$ cat config.mk
export PLATFORM = sky130hd
export DESIGN_NAME = wb_regfile8
export DESIGN_NICKNAME = d
export VERILOG_FILES = /design/src/rtl/wb_regfile8.sv
export SDC_FILE = /design/constraint.sdc
export NUM_CORES = 1
export LEC_CHECK = 0
export BUFFER_PORTS_ARGS = -buffer_cell sky130_fd_sc_hd__buf_2
export CAP_MARGIN = 20
export CORE_UTILIZATION = 35
export CTS_CLUSTER_DIAMETER = 50
export DETAILED_ROUTE_END_ITERATION = 10
export GPL_TIMING_DRIVEN = 0
export PLACE_DENSITY = 0.63
export SETUP_SLACK_MARGIN = 0.4
export SYNTH_ARGS = -nofsm -noshare
export SYNTH_HDL_FRONTEND = slang
export SYNTH_SLANG_ARGS = --single-unit
$ cat constraint.sdc
create_clock -name clk -period 1.4 [get_ports clk]
set_input_delay 0.14 -clock clk [delete_from_list [all_inputs] [get_ports clk]]
set_output_delay 0.14 -clock clk [all_outputs]
set_load 0.03 [all_outputs]
$ cat src/rtl/wb_regfile8.sv
// wb_regfile8 -- write-back stage behind the 8-bit shifter.
// The shifter result is captured into a one-entry staging register and then
// committed into a small register file on the following edge. The zero and
// negative flags are updated from each committed value. Two combinational read
// ports feed the ALU operands.
//
// Build option: define WB_BYPASS_EN to forward the staged value to a read
// that addresses the pending register. With forwarding, hazard is tied low.
// Without it, hazard tells the controller to stall for one cycle.
module wb_regfile8 #(
   parameter int DATA_W   = 8,
   parameter int NUM_REGS = 4,
   parameter int ADDR_W   = 2
) (
   input  logic              clk,
   input  logic              rst_n,
   input  logic [DATA_W-1:0] from_shifter,
   input  logic              wr_en,
   input  logic [ADDR_W-1:0] wr_addr,
   input  logic              clr_all,
   input  logic [ADDR_W-1:0] rd_a_addr,
   input  logic [ADDR_W-1:0] rd_b_addr,
   output logic [DATA_W-1:0] rd_a_data,
   output logic [DATA_W-1:0] rd_b_data,
   output logic              zero_flag,
   output logic              neg_flag,
   output logic              wb_pending,
   output logic              hazard
);

   // Every read index must land inside the array. For that to hold, the
   // address width has to cover the register count exactly.
   if (NUM_REGS < 2 || NUM_REGS > 16 || (1 << ADDR_W) != NUM_REGS) begin : g_param_check
      $error("wb_regfile8: NUM_REGS must be a power of two in 2..16 and equal 2**ADDR_W");
   end

   // A write is either idle or staged and waiting to commit on the next edge.
   typedef enum logic {
      IDLE   = 1'b0,
      STAGED = 1'b1
   } wb_state_t;

   wb_state_t         state_q;
   wb_state_t         state_d;
   logic [DATA_W-1:0] stage_data;
   logic [ADDR_W-1:0] stage_addr;
   logic [DATA_W-1:0] regs [NUM_REGS];
   logic              commit_en;
   logic              capture_en;

   // State register for the staging pipeline.
   always_ff @(posedge clk or negedge rst_n) begin
      // NOTE: sequential state uses non-blocking assignments. Every flop then
      // samples its inputs as they stood before this edge, in any block order.
      if (!rst_n) state_q <= IDLE;
      else        state_q <= state_d;
   end

   // Next-state logic. clr_all drops the commit and the capture at the same edge.
   always_comb begin
      // NOTE: each output gets a default before any branch. A path that does
      // not assign a signal cannot then infer a latch.
      state_d    = IDLE;
      commit_en  = 1'b0;
      capture_en = 1'b0;
      if (clr_all) begin
         state_d = IDLE;
      end else begin
         commit_en  = (state_q == STAGED);
         capture_en = wr_en;
         state_d    = wr_en ? STAGED : IDLE;
      end
   end

   assign wb_pending = (state_q == STAGED);

   // Staging register. It loads on capture and keeps its value otherwise.
   always_ff @(posedge clk or negedge rst_n) begin
      if (!rst_n) begin
         stage_data <= '0;
         stage_addr <= '0;
      end else if (clr_all) begin
         stage_data <= '0;
         stage_addr <= '0;
      end else if (capture_en) begin
         stage_data <= from_shifter;
         stage_addr <= wr_addr;
      end
   end

   // Register file. A commit writes the staged value into its slot.
   always_ff @(posedge clk or negedge rst_n) begin
      if (!rst_n) begin
         // NOTE: this array is built from flops, not RAM, and the read ports
         // drive the ALU directly. It is reset so that no X reaches the
         // operands after reset.
         for (int i = 0; i < NUM_REGS; i++) regs[i] <= '0;
      end else if (clr_all) begin
         for (int i = 0; i < NUM_REGS; i++) regs[i] <= '0;
      end else if (commit_en) begin
         regs[stage_addr] <= stage_data;
      end
   end

   // Status flags. They follow each committed value and hold between commits.
   always_ff @(posedge clk or negedge rst_n) begin
      if (!rst_n) begin
         zero_flag <= 1'b0;
         neg_flag  <= 1'b0;
      end else if (clr_all) begin
         zero_flag <= 1'b0;
         neg_flag  <= 1'b0;
      end else if (commit_en) begin
         zero_flag <= (stage_data == '0);
         neg_flag  <= stage_data[DATA_W-1];
      end
   end

`ifdef WB_BYPASS_EN
   // Read ports with forwarding. A read of the pending slot sees the staged value.
   always_comb begin
      rd_a_data = regs[rd_a_addr];
      rd_b_data = regs[rd_b_addr];
      if (wb_pending && (rd_a_addr == stage_addr)) rd_a_data = stage_data;
      if (wb_pending && (rd_b_addr == stage_addr)) rd_b_data = stage_data;
   end

   assign hazard = 1'b0;
`else
   // Read ports without forwarding. They always return the array contents.
   always_comb begin
      rd_a_data = regs[rd_a_addr];
      rd_b_data = regs[rd_b_addr];
   end

   assign hazard = wb_pending && ((rd_a_addr == stage_addr) || (rd_b_addr == stage_addr));
`endif

endmodule

Word level (Yosys, flattened, before mapping) --
Index checks and enable logic that the tools add are counted.
Operators by class: add/subtract/negate cells 0, multipliers 0, div/mod/pow operators 0, order comparisons 4, equality and inequality tests 2, shift-type cells 0, multiplexer cells 23, bitwise logic cells 3, reduce and logical (&&, ||, !) cells 6
Operators by type and width (number):
- two-way mux 32 bit | 2
- two-way mux 8 bit | 7
- binary-select mux 8 bit (select 2 bit) | 2
- bitwise mux 32 bit | 1
- demux 8 bit (select 2 bit) | 1
- greater-or-equal comparator 3 bit (second input constant) | 3
- NOT 2 -> 3 bit | 3
- logical NOT 8 bit | 1
- two-way mux 1 bit | 8
- equality test 2 bit | 2
- two-way mux 2 bit | 2
- nonzero test 2 bit | 2
- < comparator 3 x 1 -> 1 bit (second input constant) | 1
- logical AND 1 bit | 2
- logical OR 1 bit | 1
Storage, ports and cells: bits in registers 45, bits in latches 0, RAM bits 0, ROM bits 0, input port bits 18, output and inout port bits 20, word-level logic and storage cells 47, memories kept 0

Logic depth before layout (Yosys ltp) --
depth in word-level cells 8, mapped depth 5, gate-level depth less buffers 3

Least setup slack after synthesis --
OpenSTA, ideal clock, no wires.
path kind reg-to-reg, from register state_q (netlist: wb_pending), to register regs[27] (netlist bit), library setup time 0.132 ns, arrival 1.220 ns, required time 1.268 ns, slack 0.048 ns, cell stages (with the launch flop) 6, path buffers 2, clock period less this slack 1.352 ns, cell sequence dfrtp_1 buf_6 nor3b_2 buf_6 mux2i_1 nor2_1
Between the ends: cells in the longest elaborated chain, start to end 2
RTL lines:
- start, declared | line 43 | wb_state_t state_q;
- start signal, assigned | line 56 | else state_q <= state_d;
- two-way mux 1 bit | line 66 | if (clr_all) begin
- nonzero test 2 bit (no line)
- end signal, assigned by index | line 101 | regs[stage_addr] <= stage_data;
- end, declared | line 47 | logic [DATA_W-1:0] regs [NUM_REGS];
No other way between the ends. A chain may end at the register's enable or synchronous reset.

Final worst setup path --
from register stage_addr[1], to output port hazard
Between the ends: cells in the longest elaborated chain, start to end 3, elaborated cells between the ends (all ways) 4, classes of those cells eq/ne: 2; reduce/logical: 2
RTL lines:
- start, declared | line 46 | logic [ADDR_W-1:0] stage_addr;
- start signal, assigned | line 87 | stage_addr <= wr_addr;
- equality test 2 bit | line 136 | assign hazard = wb_pending && ((rd_a_addr == stage_addr) || (rd_b_addr == stage_addr));
- logical OR 1 bit * | line 136
- logical AND 1 bit * | line 136
- end, declared | line 28 | output logic hazard
Every way passes the cells marked *; elsewhere a longest branch is shown, timed or not.

==> metrics.txt <==
status finished, violations left; violations in the final reports setup timing; measured slew at the worst slew-check pin ~500 ps; largest fanout on the critical path 4; class of the most critical hold timing path primary input to flip-flop; final weighted congestion of routability-driven global placement roughly 0.70; switching share of power a little over a quarter; pins over their slew limit 0; vias per std cell about 5.0; quantity of I/O buffers inserted on ports 32; launch point of the worst reg-to-reg path stage_addr[1]; Comb pwr share between 10 and 15%; final design utilization approximately 48%; layout net count ~260; cell area after technology mapping 0.00231 mm²; area delta synth->final 32.6%; endpoints failing setup 18; count of endpoints failing hold in the final timing report 0; Bufs and invs on worst path 2; total power draw approximately 2.5 mW; Clock Sinks 45; unrepaired setup endpoints after global routing true; number of enable-type register cells in the synthesized netlist 0; Highest Clock Rate 634 MHz; critical path's largest stage delay between 300 and 400 ps; post-synthesis register bit count 45; CTS root buffer clkbuf_8; count of different cell masters after synthesis 20; Final Cycle Share 113%; total nets after synthesis between 150 and 200; dominant cells by area after synthesis dfrtp_1 49%, mux2i_1 19%, mux4_2 16%; peak ir drop on the vdd network about 400 µV; Clock H-tree levels 2; Min-Delay Startpoint from_shifter[3]; Setup WS post-layout -176 ps; Die X-Extent ~83 µm; sequential group share of total power a little over half; CTS max path bufs 2; detailed placement HPWL between 3 and 4 mm; Worst EP arrival 1440 ps; fraction of final layout cells with drive strength greater than 1 between 40% and 50%; fraction of registers with async set/reset 100%; Total Die Area 0.00692 mm²; required arrival time at the worst endpoint 1260 ps; worst clock skew about 6 ps; Placement Rows 29; number of antenna violations at the first check in global routing 0; drt initial violations 108; Critical Path End Type output port; Yosys warnings 0; most instantiated flip-flop cell in the synthesis netlist dfrtp_1; Mapped Cells approximately 180; effective utilization at floorplan 36.4%; post-route ant nets 0; clock latency of the later-clocked register in the worst-skew pair about 300 ps; gate family responsible for the most delay along the worst path flip-flops; total I/O pin count 38; Clk pwr share about 32%; Power Dens Cells between 800 and 900 mW/mm²; cells along the critical path buf_6, xor2_1, o22ai_1, and2_4, buf_6; cell occurring most often along the worst timing path buf_6; vias in the first global route about 1700; P_sw just under 700 µW; all-layer global routing usage between 15 and 20%; wirelength, routed 5.32 mm; maximum capacitance violations 0; wire length of the first global-routing pass 8.55 mm; wire length per cell after detailed routing roughly 16 µm; post-synth top area share between 40 and 50%; Syn Area/Cell 12.8 µm²; CP Launch Type flip-flop; leakage power summed over all cells 1.59 nW; detailed-router iteration count before antenna repair 4; placeable core region ~0.0063 mm²; Max transition margin 66.9%; clock input transition at the sequential cells of the worst setup and hold paths 90 ps; post-synth top area cell dfrtp_1; origin of the worst setup path stage_addr[1]; cell total after placement 290; Vias between 1500 and 2000; Cell Count, Final, Fillers Out around 320; list of most frequent post-synthesis cells 45 x dfrtp_1, 45 x nor2_1, 43 x mux2i_1; register area share after synthesis 48.8%; total clock buffers created by CTS 5; fill cell instance count of the final layout between 500 and 600; final period demand of the worst path about 1600 ps; number of diodes 0; TritonCTS clock tree done; CP max-delay cell dfrtp_1; internal power consumption between 1.5 and 2 mW; startpoint-to-endpoint class of the critical path flip-flop to output port; DRC violations left 0; pin count of the biggest net entering global routing 46; GRT Residual Overflow 0; die boundary height roughly 83 µm
## final cells by class
type | instances | area [µm²] | area share, %
Sequential cell | 45 | 1130 | 37.0
Multi-Input combinational cell | 120 | 1110 | 36.3
Timing Repair Buffer | 58 | 507 | 16.6
Buffer | 16 | 125 | 4.09
Tap cell | 77 | 96.3 | 3.15
Clock buffer | 5 | 68.8 | 2.25
Clock inverter | 3 | 21.3 | 0.695
## repair_timing
item | 4_1_cts | 5_1_grt
resized for setup | 46 | 7
pin swaps | 3 | 7
hold buffers | 0 | 1
buffers inserted | 14 | 10
hold endpoints to repair | 0 | 16
gates cloned | 0 | 0
endpoints found under the setup margin | 53 | 56
## kinds of logic after synthesis
logic type      count (synthesis)  share of synthesized area (%)
xor+xnor                        4                           1.52
compound gates                  1                          0.271
mux                            59                           34.3
simple gates                   56                           10.6
flops                          45                           48.8
buf+inv                        16                           4.61
## stage by stage
stage                     TNS (ps)  setup WS [ps]  hold WS (ps)  cell area [µm²]
final                        -1520           -176          78.7             3060
after global routing         -2820           -224          80.5             3060
after CTS                    -1840           -175          40.0             2930
after detailed placement         0           80.9           376             2580
after global placement           0            106           371             2580
after floorplan                  0            135          -156             2330
## worst paths after layout
path / slack (ps) / cells after the start / end
worst max-delay path: -180 / 5 / hazard
worst min-delay path: 80 / 3 / stage_data[3]
worst max register to register: 0 / 6 / regs[29]
worst min register to register: 520 / 2 / zero_flag
max in group asynchronous: 590 / 3 / stage_data[7]
min in group asynchronous: 300 / 2 / regs[31]
## tightest hold or removal path, delay by kind of cell
family / cells / cell delay [ps]
multiplexers: 1 / 50
AND/OR/NAND/NOR: 1 / 70
buffers and inverters: 1 / 70
## placed cells by master, fill, tap and decap left out, drive strengths merged
cell         instances
nor2                45
clkbuf               8
nor3                 1
mux2i               43
mux4                16
nor4                 1
nand4                1
o22ai                1
nor2b                1
clkinvlp             1
inv                  1
clkinv               1
nand3                1
nand3b               2
nand2                2
xor2                 4
dlygate4sd3          1
buf                 70
and2                 1
nor3b                1
dfrtp               45
## sequential cells by signal (all words and copies together), names as in the netlist
signal,count
regs,32
stage_data,8
stage_addr,2
neg_flag,1
wb_pending,1
zero_flag,1
## metal layers
metal  up-vias  track usage (%)  share of wire (%)
li1        769                -                  -
met1       814             21.1                 44
met2        29             27.0                 52
met3         2             3.88                2.9
met4         0             4.70               0.64
met5         -                0                  0
## power groups by stage
stage	combinational, mW	clock (mW)	sequential [mW]
global route	0.390	0.901	1.37
global placement	0.286	0	1.39
floorplan	0.192	0	1.38
detailed placement	0.291	0	1.39
CTS	0.330	0.856	1.36
finish	0.358	0.823	1.36
Power figures use the tool's default switching activity.
